<file path="config.mk">
export PLATFORM = sky130hd
export DESIGN_NAME = regfile_dump
export DESIGN_NICKNAME = d
export VERILOG_FILES = /design/src/rtl/regfile_dump.sv
export SDC_FILE = /design/constraint.sdc
export NUM_CORES = 1
export LEC_CHECK = 0
export CAP_MARGIN = 20
export CORE_MARGIN = 4
export CORE_UTILIZATION = 35
export DETAILED_ROUTE_END_ITERATION = 7
export GPL_TIMING_DRIVEN = 1
export PLACE_DENSITY = 0.68
export SETUP_SLACK_MARGIN = 0.2
export SYNTH_ARGS = -nofsm -noshare
export SYNTH_HDL_FRONTEND = slang
export SYNTH_SLANG_ARGS = --single-unit
</file>
<file path="constraint.sdc">
create_clock -name clk -period 2.2 [get_ports clk]
set_input_delay 0.33 -clock clk [delete_from_list [all_inputs] [get_ports clk]]
set_output_delay 0.33 -clock clk [all_outputs]
set_load 0.05 [all_outputs]
</file>
<file path="src/rtl/regfile_dump.sv">
// regfile_dump: walks a 32-entry register file two registers at a time and
// streams every register out over a valid/ready interface, lowest index first.
// Each pair is read once into local buffers, so later register-file writes
// never disturb values already captured.
module regfile_dump #(
  parameter int DATA_WIDTH = 32
) (
  input  logic                  clk,
  input  logic                  rst,
  input  logic                  start,
  output logic [4:0]            rs,
  output logic [4:0]            rt,
  input  logic [DATA_WIDTH-1:0] a,
  input  logic [DATA_WIDTH-1:0] b,
  output logic [DATA_WIDTH-1:0] out_data,
  output logic [4:0]            out_idx,
  output logic                  out_valid,
  input  logic                  out_ready,
  output logic                  busy,
  output logic                  done
);

  typedef enum logic [2:0] {
    StIdle  = 3'd0,
    StRead  = 3'd1,
    StSendA = 3'd2,
    StSendB = 3'd3,
    StDone  = 3'd4
  } state_e;

  state_e                r_state;
  state_e                w_state_next;
  logic [3:0]            r_k;
  logic [3:0]            w_k_next;
  logic [3:0]            w_k_inc;
  logic [4:0]            r_rs;
  logic [4:0]            w_rs_next;
  logic [4:0]            r_rt;
  logic [4:0]            w_rt_next;
  logic [DATA_WIDTH-1:0] r_buf_a;
  logic [DATA_WIDTH-1:0] r_buf_b;
  logic                  w_load_bufs;
  logic                  w_xfer;
  logic                  w_last_pair;

  assign w_xfer      = out_valid & out_ready;
  assign w_k_inc     = r_k + 4'd1;
  assign w_last_pair = (r_k == 4'd15);

  // Next-state logic: pair counter, read addresses and buffer load strobe.
  always_comb begin
    w_state_next = r_state;
    w_k_next     = r_k;
    w_rs_next    = r_rs;
    w_rt_next    = r_rt;
    w_load_bufs  = 1'b0;
    unique case (r_state)
      StIdle: begin
        // start is only honoured here, so pulses during a dump are dropped.
        if (start) begin
          w_state_next = StRead;
          w_k_next     = 4'd0;
          w_rs_next    = 5'd0;
          w_rt_next    = 5'd1;
        end
      end
      StRead: begin
        // Register-file read data is sampled at the closing edge of this cycle.
        w_load_bufs  = 1'b1;
        w_state_next = StSendA;
      end
      StSendA: begin
        if (w_xfer) begin
          w_state_next = StSendB;
        end
      end
      StSendB: begin
        if (w_xfer) begin
          if (w_last_pair) begin
            w_state_next = StDone;
          end else begin
            w_state_next = StRead;
            w_k_next     = w_k_inc;
            w_rs_next    = {w_k_inc, 1'b0};
            w_rt_next    = {w_k_inc, 1'b1};
          end
        end
      end
      StDone: begin
        w_state_next = StIdle;
      end
      default: begin
        w_state_next = StIdle;
      end
    endcase
  end

  // State, counter and address registers; reset clears everything at once.
  always_ff @(posedge clk or posedge rst) begin
    if (rst) begin
      r_state <= StIdle;
      r_k     <= 4'd0;
      r_rs    <= 5'd0;
      r_rt    <= 5'd0;
    end else begin
      r_state <= w_state_next;
      r_k     <= w_k_next;
      r_rs    <= w_rs_next;
      r_rt    <= w_rt_next;
    end
  end

  // Snapshot buffers for the current pair, loaded only at the READ edge.
  always_ff @(posedge clk or posedge rst) begin
    if (rst) begin
      r_buf_a <= '0;
      r_buf_b <= '0;
    end else if (w_load_bufs) begin
      r_buf_a <= a;
      r_buf_b <= b;
    end
  end

  // Output decode; buffers and counter are zero in reset so data/idx read 0 too.
  always_comb begin
    rs        = r_rs;
    rt        = r_rt;
    out_valid = 1'b0;
    out_data  = r_buf_a;
    out_idx   = {r_k, 1'b0};
    busy      = (r_state != StIdle);
    done      = (r_state == StDone);
    if (r_state == StSendA) begin
      out_valid = 1'b1;
    end else if (r_state == StSendB) begin
      out_valid = 1'b1;
      out_data  = r_buf_b;
      out_idx   = {r_k, 1'b1};
    end
  end

endmodule

</file>
; ---- After elaboration in Yosys (flattened, before gate mapping)
; Index checks and enable logic that the tools add are counted.
[word_totals]
latchBits = 0
ram_bits = 0
register_bits = 81
rom_bits = 0
n_memories = 0
[op_classes]
magnitude_cmp = 0
add_sub_neg = 1
n_bitwise = 1
reduce_logical = 5
mux = 24
mul = 0
n_eq_ne = 9
div_mod_pow = 0
n_shift = 0
[op_table]
columns = cell, n
row1 = two-way mux 32 bit, 2
row2 = two-way mux 5 bit, 6
row3 = one-hot mux 5 bit (2 select lines), 2
row4 = two-way mux 3 bit, 4
row5 = two-way mux 4 bit, 3
row6 = one-hot mux 3 bit (4 select lines), 1
row7 = "inequality test 2 bit, second input constant", 4
row8 = one-hot mux 4 bit (2 select lines), 1
row9 = "equality test 3 x 2 -> 1 bit, second input constant", 2
row10 = two-way mux 1 bit, 5
row11 = "adder 4 x 1 -> 4 bit, second input constant", 1
row12 = "equality test 4 bit, second input constant", 1
row13 = AND reduction 4 bit, 1
row14 = "equality test 3 x 1 -> 1 bit, second input constant", 1
row15 = "equality test 3 bit, second input constant", 1
row16 = logical NOT 3 bit, 1
row17 = AND reduction 3 bit, 1
row18 = nonzero test 3 bit, 1
row19 = nonzero test 2 bit, 1
row20 = AND 1 bit, 1

; ---- Longest topological paths before layout
[logic_depth]
ltp_word = 6
mapped_depth = 5
mapped_depth_nobuf = 4

; ---- Worst setup path before layout
; No wires, ideal clock.
[synth_timing]
path_type = register to output
start = reg r_state[1]
end = out done
required_ns = 1.870
stages_incl_launch_ff = 3
path_buffers = 1
path_slack_ns = 0.140
arrival_time_ns = 1.730
path_cell_list = dfrtp_1 -> buf_2 -> nor3b_1
[synth_via]
elab_chain_cells = 1
[synth_rtl]
columns = element, line
row1 = "start, declared", 31  ; state_e r_state;
row2 = "start signal, assigned", 101  ; r_state <= StIdle;
row3 = "start signal, assigned", 106  ; r_state <= w_state_next;
row4 = equality test 3 bit, 132  ; done = (r_state == StDone);
row5 = "end, declared", 20  ; output logic done
; No other way between the ends.

; ---- Final worst setup path
[layout_timing]
start = reg r_state[0]
end = out out_data[18]
[layout_via]
elab_chain_cells = 3
elab_cells_between_ends = 4
classes_between = eq/ne: 2 / mux: 2
[layout_rtl]
columns = element, line
row1 = equality test 3 x 2 -> 1 bit, 135  ; end else if (r_state == StSendB) begin
row2 = two-way mux 32 bit, 135
row3 = two-way mux 32 bit (*), 133  ; if (r_state == StSendA) begin
row4 = "end, declared", 15  ; output logic [DATA_WIDTH-1:0] out_data,
; Every way passes the cells marked *; elsewhere a longest branch is shown, timed or not.

==> impl_metrics.toml <==
[outcome]
status = "finished, final reports clean"

[sta]
fin_setup_tns_ns = 0
setup_viol = 0
max_freq_ghz = 0.513
hold_violations = 0
rsz0062_at_grt = "yes"
worstMarginPinSlew_ns = 0.512
min_period_ns = 1.95
fin_crit_sh = 0.885
slew_violations = 0
finClkSkew_ns = 0.00779
relSlewSlack = 0.658

[worst_setup_path]
cp.arrival_ns = 1.62
timing.rr.start = "r_state[1]"
critPathKind = "reg -> out"
worst-path-max-fanout = 15
crit_slowest_cell = "dfrtp_2"
r2r_slack_ns = 0.47
worst_setup_path_end_kind = "output pin"
r2r.worst_path.cells = 5
crit_path_start_kind = "register"
r2r_end = "rt[2]"
cp.required_ns = 1.87
crit_chain = "nand3b_4, buf_12, mux2_2, buf_4"
crit_path_end = "out_data[18]"
cp.buffers_inverters = 2
startpoint = "r_state[0]"
cp_top_family = "flip-flops"
crit_path_max_incr_delay_ns = 0.44
worstSetupPathDepth = 4

[synthesis]
yosysWarningCount = 0
yosysTopAreaCell = "dfrtp_1"
ys.flop_type = "dfrtp_1"
yosys-top-cells-count = "mux2_2, dfrtp_1, buf_4"
synth_area_leaders = "dfrtp_1, mux2_2, buf_4"
synth_compound_area_frac = 0.0228
async_flop_share = 1.00
synth_top_family_by_area = "multiplexers"
netlist_instances = 224
syn_area_sq_um = 3290
seq_area_frac_synth = 0.548
synth-seq-cells = 72
yosys.area_share.adder = 0.00381
synthSimpleGateAreaFrac = 0.0377
synth_cell_types = 29
yosysTopAreaCellShare = 0.548
synth_xor_area_frac = 0
syn_area_per_cell_sq_um = 14.7
yosysMostFrequentCell = "mux2_2"
syn_nets = 293
muxShareOfSynthArea = 0.332
synth_edf_count = 0

[cts]
cts-htree-levels = 3
clk_pin_slew_ns = 0.07
numCtsBuffers = 9
clock-sinks = 72
root_buffer = "clkbuf_8"
clock_latency_ns = 0.34
max-clock-path-buffers = 2
hold_buffers = 0
cts_tree = "done"

[routing]
wl_mm = 6.98
drc = 0
wl_per_cell_um = 15.2
drt_iter0_markers = 23
firstDrtPassIters = 4
ant_nets = 0
via_per_inst = 4.78
vias = 2188

[floorplan]
dieArea_sq_um = 11000
die_w_um = 105
start_util = 0.357
rows = 35
die_h_um = 105
io_pins = 118
core_area_sq_um = 9200

[global_routing]
grt_pass1_vias = 2299
antenna_found_initial = 0
gr-total-overflow = 0
grt_util_all_layers = 0.130
grt_first_pass_wirelength_mm = 11.4
grt_max_degree = 65

[place]
dpl.hpwl_mm = 4.97
gp_congestion = 0.723
dp.cells = 439
io_buffer_count = 116

[final_layout]
stdcell_count = 458
fin_nets = 413
antennaDiodeCount = 0
synthToLayoutAreaGrowth_pct = 44.1
drive_gt1_frac = 0.464

[hold_path]
hold_path_class = "in -> async"

[job]
cap_violations = 0
-- per-stage QoR --
| stage | util | area (sq um) | hold WS, ns | worst slack (ns) |
|---|---|---|---|---|
| 6_report | 0.515 | 4740 | 0.383 | 0.252 |
| 5_1_grt | 0.515 | 4740 | 0.406 | 0.165 |
| 4_1_cts | 0.512 | 4710 | 0.381 | 0.205 |
| 3_5_place_dp | 0.486 | 4470 | 0.465 | 0.299 |
| 3_3_place_gp | 0.486 | 4470 | 0.455 | 0.326 |
| 2_1_floorplan | - | 3290 | 0.435 | 0.447 |
-- cell families after synthesis --
family                     Yosys count
AOI/OAI and AO/OA                   11
buffers and inverters               25
muxes                               97
and+or+nand+nor                     17
other                                1
adders and majority gates            1
DFF                                 72
-- metal layers --
| metal | track usage | wire length, um | vias to the layer above |
|---|---|---|---|
| met3 | 0.0488 | 527 | 9 |
| met4 | 0.0450 | 97 | 0 |
| li1 | - | - | 1026 |
| met1 | 0.161 | 3040 | 1078 |
| met5 | 0 | 0 | - |
| met2 | 0.208 | 3320 | 75 |
-- repair_timing --
| item | CTS | global route |
|---|---|---|
| resized for setup | 5 | 10 |
| endpoints found under the setup margin | 34 | 39 |
| pin swaps | 1 | 0 |
| setup buffers | 5 | 0 |
-- final cells by class --
cell class	instances	area, sq um
clock buffers	11	151
clock inverters	3	42.5
fillers	816	4460
inverters	5	22.5
multi-input cells	127	1320
flip-flops and latches	72	1800
well taps	111	139
repair buffers	129	1260
-- layout by cell type, fill, tap and decap left out, drive strengths merged, types with 2 or more instances in the layout --
master | Yosys | final
and3 | 4 | 4
buf | 20 | 48
clkbuf | 0 | 11
clkdlybuf4s50 | 0 | 69
clkinvlp | 0 | 2
dfrtp | 72 | 72
dlygate4sd2 | 0 | 2
dlymetal6s2s | 0 | 10
inv | 5 | 4
mux2 | 96 | 96
nor2 | 2 | 2
nor2b | 3 | 3
o21ai | 3 | 3
or3 | 2 | 2
-- registers in the layout, summed over array words and instances (netlist names) --
name	cells
r_buf_a	32
r_state	3
rs	1
r_buf_b	32
rt	4
-- worst min path at each step --
stage / from / end / slack [ns] / cells after the start
after detailed placement: rt[0] / rt[0] / 0.47 / 1
after CTS: rst / r_buf_b[29] / 0.38 / 2
after global routing: rst / r_buf_a[29] / 0.41 / 2
after floorplan: out_ready / r_state[1] / 0.43 / 1
final: rst / r_buf_b[29] / 0.38 / 2
after global placement: rt[0] / rt[0] / 0.46 / 1
Power is not shown: default switching activity piles up to over one toggle a cycle in this logic, so the estimate is an artifact.
